## config.mk

```make
export PLATFORM = sky130hd
export DESIGN_NAME = mem_initiator
export DESIGN_NICKNAME = d
export VERILOG_FILES = /design/src/rtl/mem_initiator.sv
export SDC_FILE = /design/constraint.sdc
export NUM_CORES = 1
export LEC_CHECK = 0
export CORE_ASPECT_RATIO = 0.7
export CORE_MARGIN = 8
export CORE_UTILIZATION = 66
export CTS_CLUSTER_DIAMETER = 150
export CTS_CLUSTER_SIZE = 8
export DETAILED_ROUTE_END_ITERATION = 8
export DONT_BUFFER_PORTS = 1
export PLACE_DENSITY = 0.85
export SLEW_MARGIN = 20
export SYNTH_ARGS = -nofsm -noshare
export SYNTH_HDL_FRONTEND = slang
export SYNTH_SLANG_ARGS = --single-unit
```

## constraint.sdc

```tcl
create_clock -name clk -period 3.9 [get_ports clk]
set_input_delay 0.78 -clock clk [delete_from_list [all_inputs] [get_ports clk]]
set_output_delay 0.78 -clock clk [all_outputs]
set_load 0.01 [all_outputs]
```

## src/rtl/mem_initiator.sv

```systemverilog
// Single-outstanding memory-bus initiator.
// Takes one upstream command, holds it on the native memory bus until the
// responder completes it or the wait counter expires, then holds the
// response until upstream accepts it.
//
// state | meaning
// IDLE  | no transaction; cmd_ready asserted
// REQ   | request on the bus, waiting for mem_ready or timeout
// RESP  | response held on rsp_* until rsp_ready
module mem_initiator #(
    parameter int TIMEOUT = 255
) (
    input  logic        clk,
    input  logic        reset,
    input  logic        cmd_valid,
    output logic        cmd_ready,
    input  logic [31:0] cmd_addr,
    input  logic [31:0] cmd_wdata,
    input  logic [3:0]  cmd_wstrb,
    output logic        mem_valid,
    input  logic        mem_ready,
    output logic [31:0] mem_addr,
    output logic [31:0] mem_wdata,
    output logic [3:0]  mem_wstrb,
    input  logic [31:0] mem_rdata,
    output logic        rsp_valid,
    input  logic        rsp_ready,
    output logic [31:0] rsp_rdata,
    output logic        rsp_err
);

    typedef enum logic [1:0] {
        IDLE = 2'd0,
        REQ  = 2'd1,
        RESP = 2'd2
    } state_t;

    // Terminal count: the request is aborted after TIMEOUT cycles on the bus.
    localparam logic [7:0] WAIT_TC = 8'(TIMEOUT - 1);

    state_t     state;
    state_t     state_nxt;
    logic [7:0] wait_cnt;
    logic       wait_done;

    assign wait_done = (wait_cnt == WAIT_TC);
    assign cmd_ready = (state == IDLE) && !reset;

    // State register.
    always_ff @(posedge clk) begin
        if (reset) begin
            state <= IDLE;
        end else begin
            state <= state_nxt;
        end
    end

    // Next-state decode; mem_ready wins over a simultaneous timeout.
    always_comb begin
        state_nxt = state;
        case (state)
            IDLE:    if (cmd_valid) state_nxt = REQ;
            REQ:     if (mem_ready || wait_done) state_nxt = RESP;
            RESP:    if (rsp_ready) state_nxt = IDLE;
            default: state_nxt = IDLE;
        endcase
    end

    // Request/response registers and wait counter.
    always_ff @(posedge clk) begin
        if (reset) begin
            wait_cnt  <= 8'd0;
            mem_valid <= 1'b0;
            mem_addr  <= 32'd0;
            mem_wdata <= 32'd0;
            mem_wstrb <= 4'd0;
            rsp_valid <= 1'b0;
            rsp_rdata <= 32'd0;
            rsp_err   <= 1'b0;
        end else begin
            case (state)
                IDLE: begin
                    if (cmd_valid) begin
                        mem_addr  <= cmd_addr;
                        mem_wdata <= cmd_wdata;
                        mem_wstrb <= cmd_wstrb;
                        mem_valid <= 1'b1;
                        wait_cnt  <= 8'd0;
                    end
                end
                REQ: begin
                    if (mem_ready) begin
                        mem_valid <= 1'b0;
                        rsp_rdata <= (mem_wstrb == 4'd0) ? mem_rdata : 32'd0;
                        rsp_err   <= 1'b0;
                        rsp_valid <= 1'b1;
                    end else if (wait_done) begin
                        mem_valid <= 1'b0;
                        rsp_rdata <= 32'd0;
                        rsp_err   <= 1'b1;
                        rsp_valid <= 1'b1;
                    end else begin
                        wait_cnt <= wait_cnt + 8'd1;
                    end
                end
                RESP: begin
                    if (rsp_ready) rsp_valid <= 1'b0;
                end
                default: ;
            endcase
        end
    end

endmodule

```

==> results.py <==
metrics = {
    "status": {
        "status": "finished clean",
    },
    "drt": {
        "drt_wl_total_mm": 10.9,
        "drt_first_iter_violations": 218,
        "wl_met1_mm": 3.81,
        "maxUsedRoutingLayer": "met4",
        "via_per_inst": 6.10,
        "met2WireLength_mm": 5.39,
        "drt-pass1-iter-count": 4,
        "routedWlPerCell_um": 20.8,
        "route.detailed.drc": 0,
        "vias": 3190,
        "drt.antenna.violating_nets": 0,
        "wl_met3_mm": 1.39,
    },
    "global_route": {
        "grt.overflow.total": 0,
        "grt_pass1_wl_mm": 16.0,
        "grt_util_all_layers_pct": 23.6,
        "antenna_found_initial": 0,
        "first_global_vias": 3036,
        "grt_max_degree": 86,
    },
    "sta": {
        "slew_viol_final": 0,
        "relSlewSlack_pct": 40.8,
        "min_period_ns": 2.12,
        "skew_ns": 0.00877,
        "fin_setup_tns_ns": 0,
        "rsz0062_at_grt": "no",
        "hold_ws_ns": 0.356,
        "tightest_slew_ns": 0.888,
        "fin_crit_sh_pct": 54.5,
        "setup_viol": 0,
        "timing.fmax_mhz": 471,
        "final_hold_viol_count": 0,
        "setup_ws_ns": 1.78,
    },
    "cells_and_area": {
        "drive_gt1_share_pct": 9.38,
        "layout_common_cells": "140 x nand2_1, 113 x dfxtp_1, 75 x a21oi_1",
        "area_growth_syn_to_layout_pct": 15.7,
        "n_antenna_cell": 0,
        "layout.cells.non_filler": 523,
        "layout.cells.most_common": "nand2_1",
        "fin_nets": 542,
        "num-fill-cells": 366,
    },
    "yosys": {
        "syn_inst": 445,
        "avgSynthCellArea_um2": 8.94,
        "netlist_area_um2": 3980,
        "yosys_warnings": 0,
        "synth_fp_nets": 552,
        "async_flop_share_pct": 0,
        "ys_seq_area_share_pct": 56.8,
        "synth_cell_type_count": 38,
        "synth-seq-cells": 113,
        "synth_edf_count": 0,
        "synth_top_flop_cell": "dfxtp_1",
    },
    "clock_network": {
        "htreeDepth": 4,
        "cts_root_buffer": "clkbuf_8",
        "clk_pin_slew_ns": 0.06,
        "cts_tree": "built",
        "cts.repair.resized": 0,
        "clk_latency_ns": 0.50,
        "cts_max_path_buffers": 2,
        "tritoncts.num_buffers": 17,
        "postCtsHoldBufs": 0,
        "numClockSinks": 113,
        "post-cts-setup-buffers": 0,
    },
    "worst_setup_path": {
        "cp_max_fo": 44,
        "critPathKind": "flop to flop",
        "required_ns": 4.33,
        "setup.worst_path.start_class": "flop",
        "crit_arrival_ns": 2.56,
        "r2r_slack_ns": 1.78,
        "r2r_cells": 4,
        "r2r-start": "state[1]",
        "r2r-end": "mem_wdata[6]",
        "endpoint_kind": "flop",
    },
    "power_and_ir_drop": {
        "peakVddDrop_uv": 367,
        "total_power_mw": 3.08,
        "p_leak_nw": 1.73,
        "pwr_density_cell_nw_per_um2": 669,
    },
    "floorplan": {
        "rows": 23,
        "die_x_um": 109,
        "pin_count": 209,
        "die_y_um": 81.0,
        "dieArea_um2": 8810,
        "placeableCoreArea_um2": 5780,
        "start_util_pct": 68.8,
    },
    "place": {
        "dp_hpwl_mm": 7.54,
        "place_congestion": 0.760,
        "dp.cells": 491,
        "io_buffers": 0,
        "post-place-ws_ns": 1.53,
    },
    "hold_path": {
        "min_path_cells": 1,
        "hold_path_class": "input port to flop",
        "min-delay-start": "reset",
        "min_to": "wait_cnt[7]",
    },
    "job": {
        "maxCapViolCount": 0,
    },
}
worst max-delay path by stage:
stage	start	to	slack, ns	cells after the start
6_report	state[1]	mem_wdata[6]	1.78	4
5_1_grt	state[1]	mem_addr[22]	1.60	4
4_1_cts	wait_cnt[0]	rsp_rdata[19]	1.47	6
3_5_place_dp	wait_cnt[0]	rsp_rdata[30]	1.53	6
3_3_place_gp	cmd_valid	mem_addr[16]	1.63	4
2_1_floorplan	reset	cmd_ready	1.89	2
per-stage QoR:
stage          util (%)  cell area (µm²)
6_report           79.6             4600
5_1_grt            79.6             4600
4_1_cts            79.5             4600
3_5_place_dp       68.4             3960
3_3_place_gp       68.4             3960
2_1_floorplan         -             3980
cell families after synthesis:
logic type / share of synthesized area, %
buffers and inverters: 3.71
AND/OR/NAND/NOR: 19.0
multiplexers: 0.534
AO/OA/AOI/OAI: 18.9
adder cells (fa/ha/maj): 0.629
XOR/XNOR: 0.440
flip-flops: 56.8
layer usage:
metal / global-route usage [%] / vias to the layer above
li1: - / 1507
met1: 23.6 / 1476
met2: 38.8 / 176
met3: 13.5 / 31
met4: 12.4 / 0
met5: 0 / -
flip-flops by register name, indices dropped and copies added (netlist names), 2 cells and up:
| register | cells |
|---|---|
| mem_wstrb | 4 |
| state | 2 |
| mem_addr | 32 |
| wait_cnt | 8 |
| rsp_rdata | 32 |
| mem_wdata | 32 |
layout make-up:
cell class	instances	area, µm²	share of cell area (%)
inverters	1	3.75	0.0815
multi-input cells	300	1590	34.5
well taps	75	93.8	2.04
flip-flops and latches	113	2260	49.1
clock inverters	12	205	4.46
repair buffers	2	15.0	0.326
clock buffers	20	435	9.46
synth_stat cells (all sizes together) (3+ instances only):
library cell	number	share of area [%]
dfxtp	113	57
nand2b	3	0.47
a21oi	76	9.6
clkbuf	15	1.4
buf	16	2.2
nor2	4	0.38
nand3	8	1.0
nand2	140	13
a22o	31	6.8
o21ai	4	0.60
worst max-delay path, cell delays in order, from the launching register on:
cell	delay, ns
dfxtp_1	0.52
or3b_2	0.77
buf_4	0.44
nand2_1	0.12
a21oi_1	0.17
report_power, final:
group	internal (mW)	switching, mW
clock	1.12	0.522
sequential	1.22	0.0783
combinational	0.0517	0.0911
Note: power is estimated with default switching activity, not from simulation.
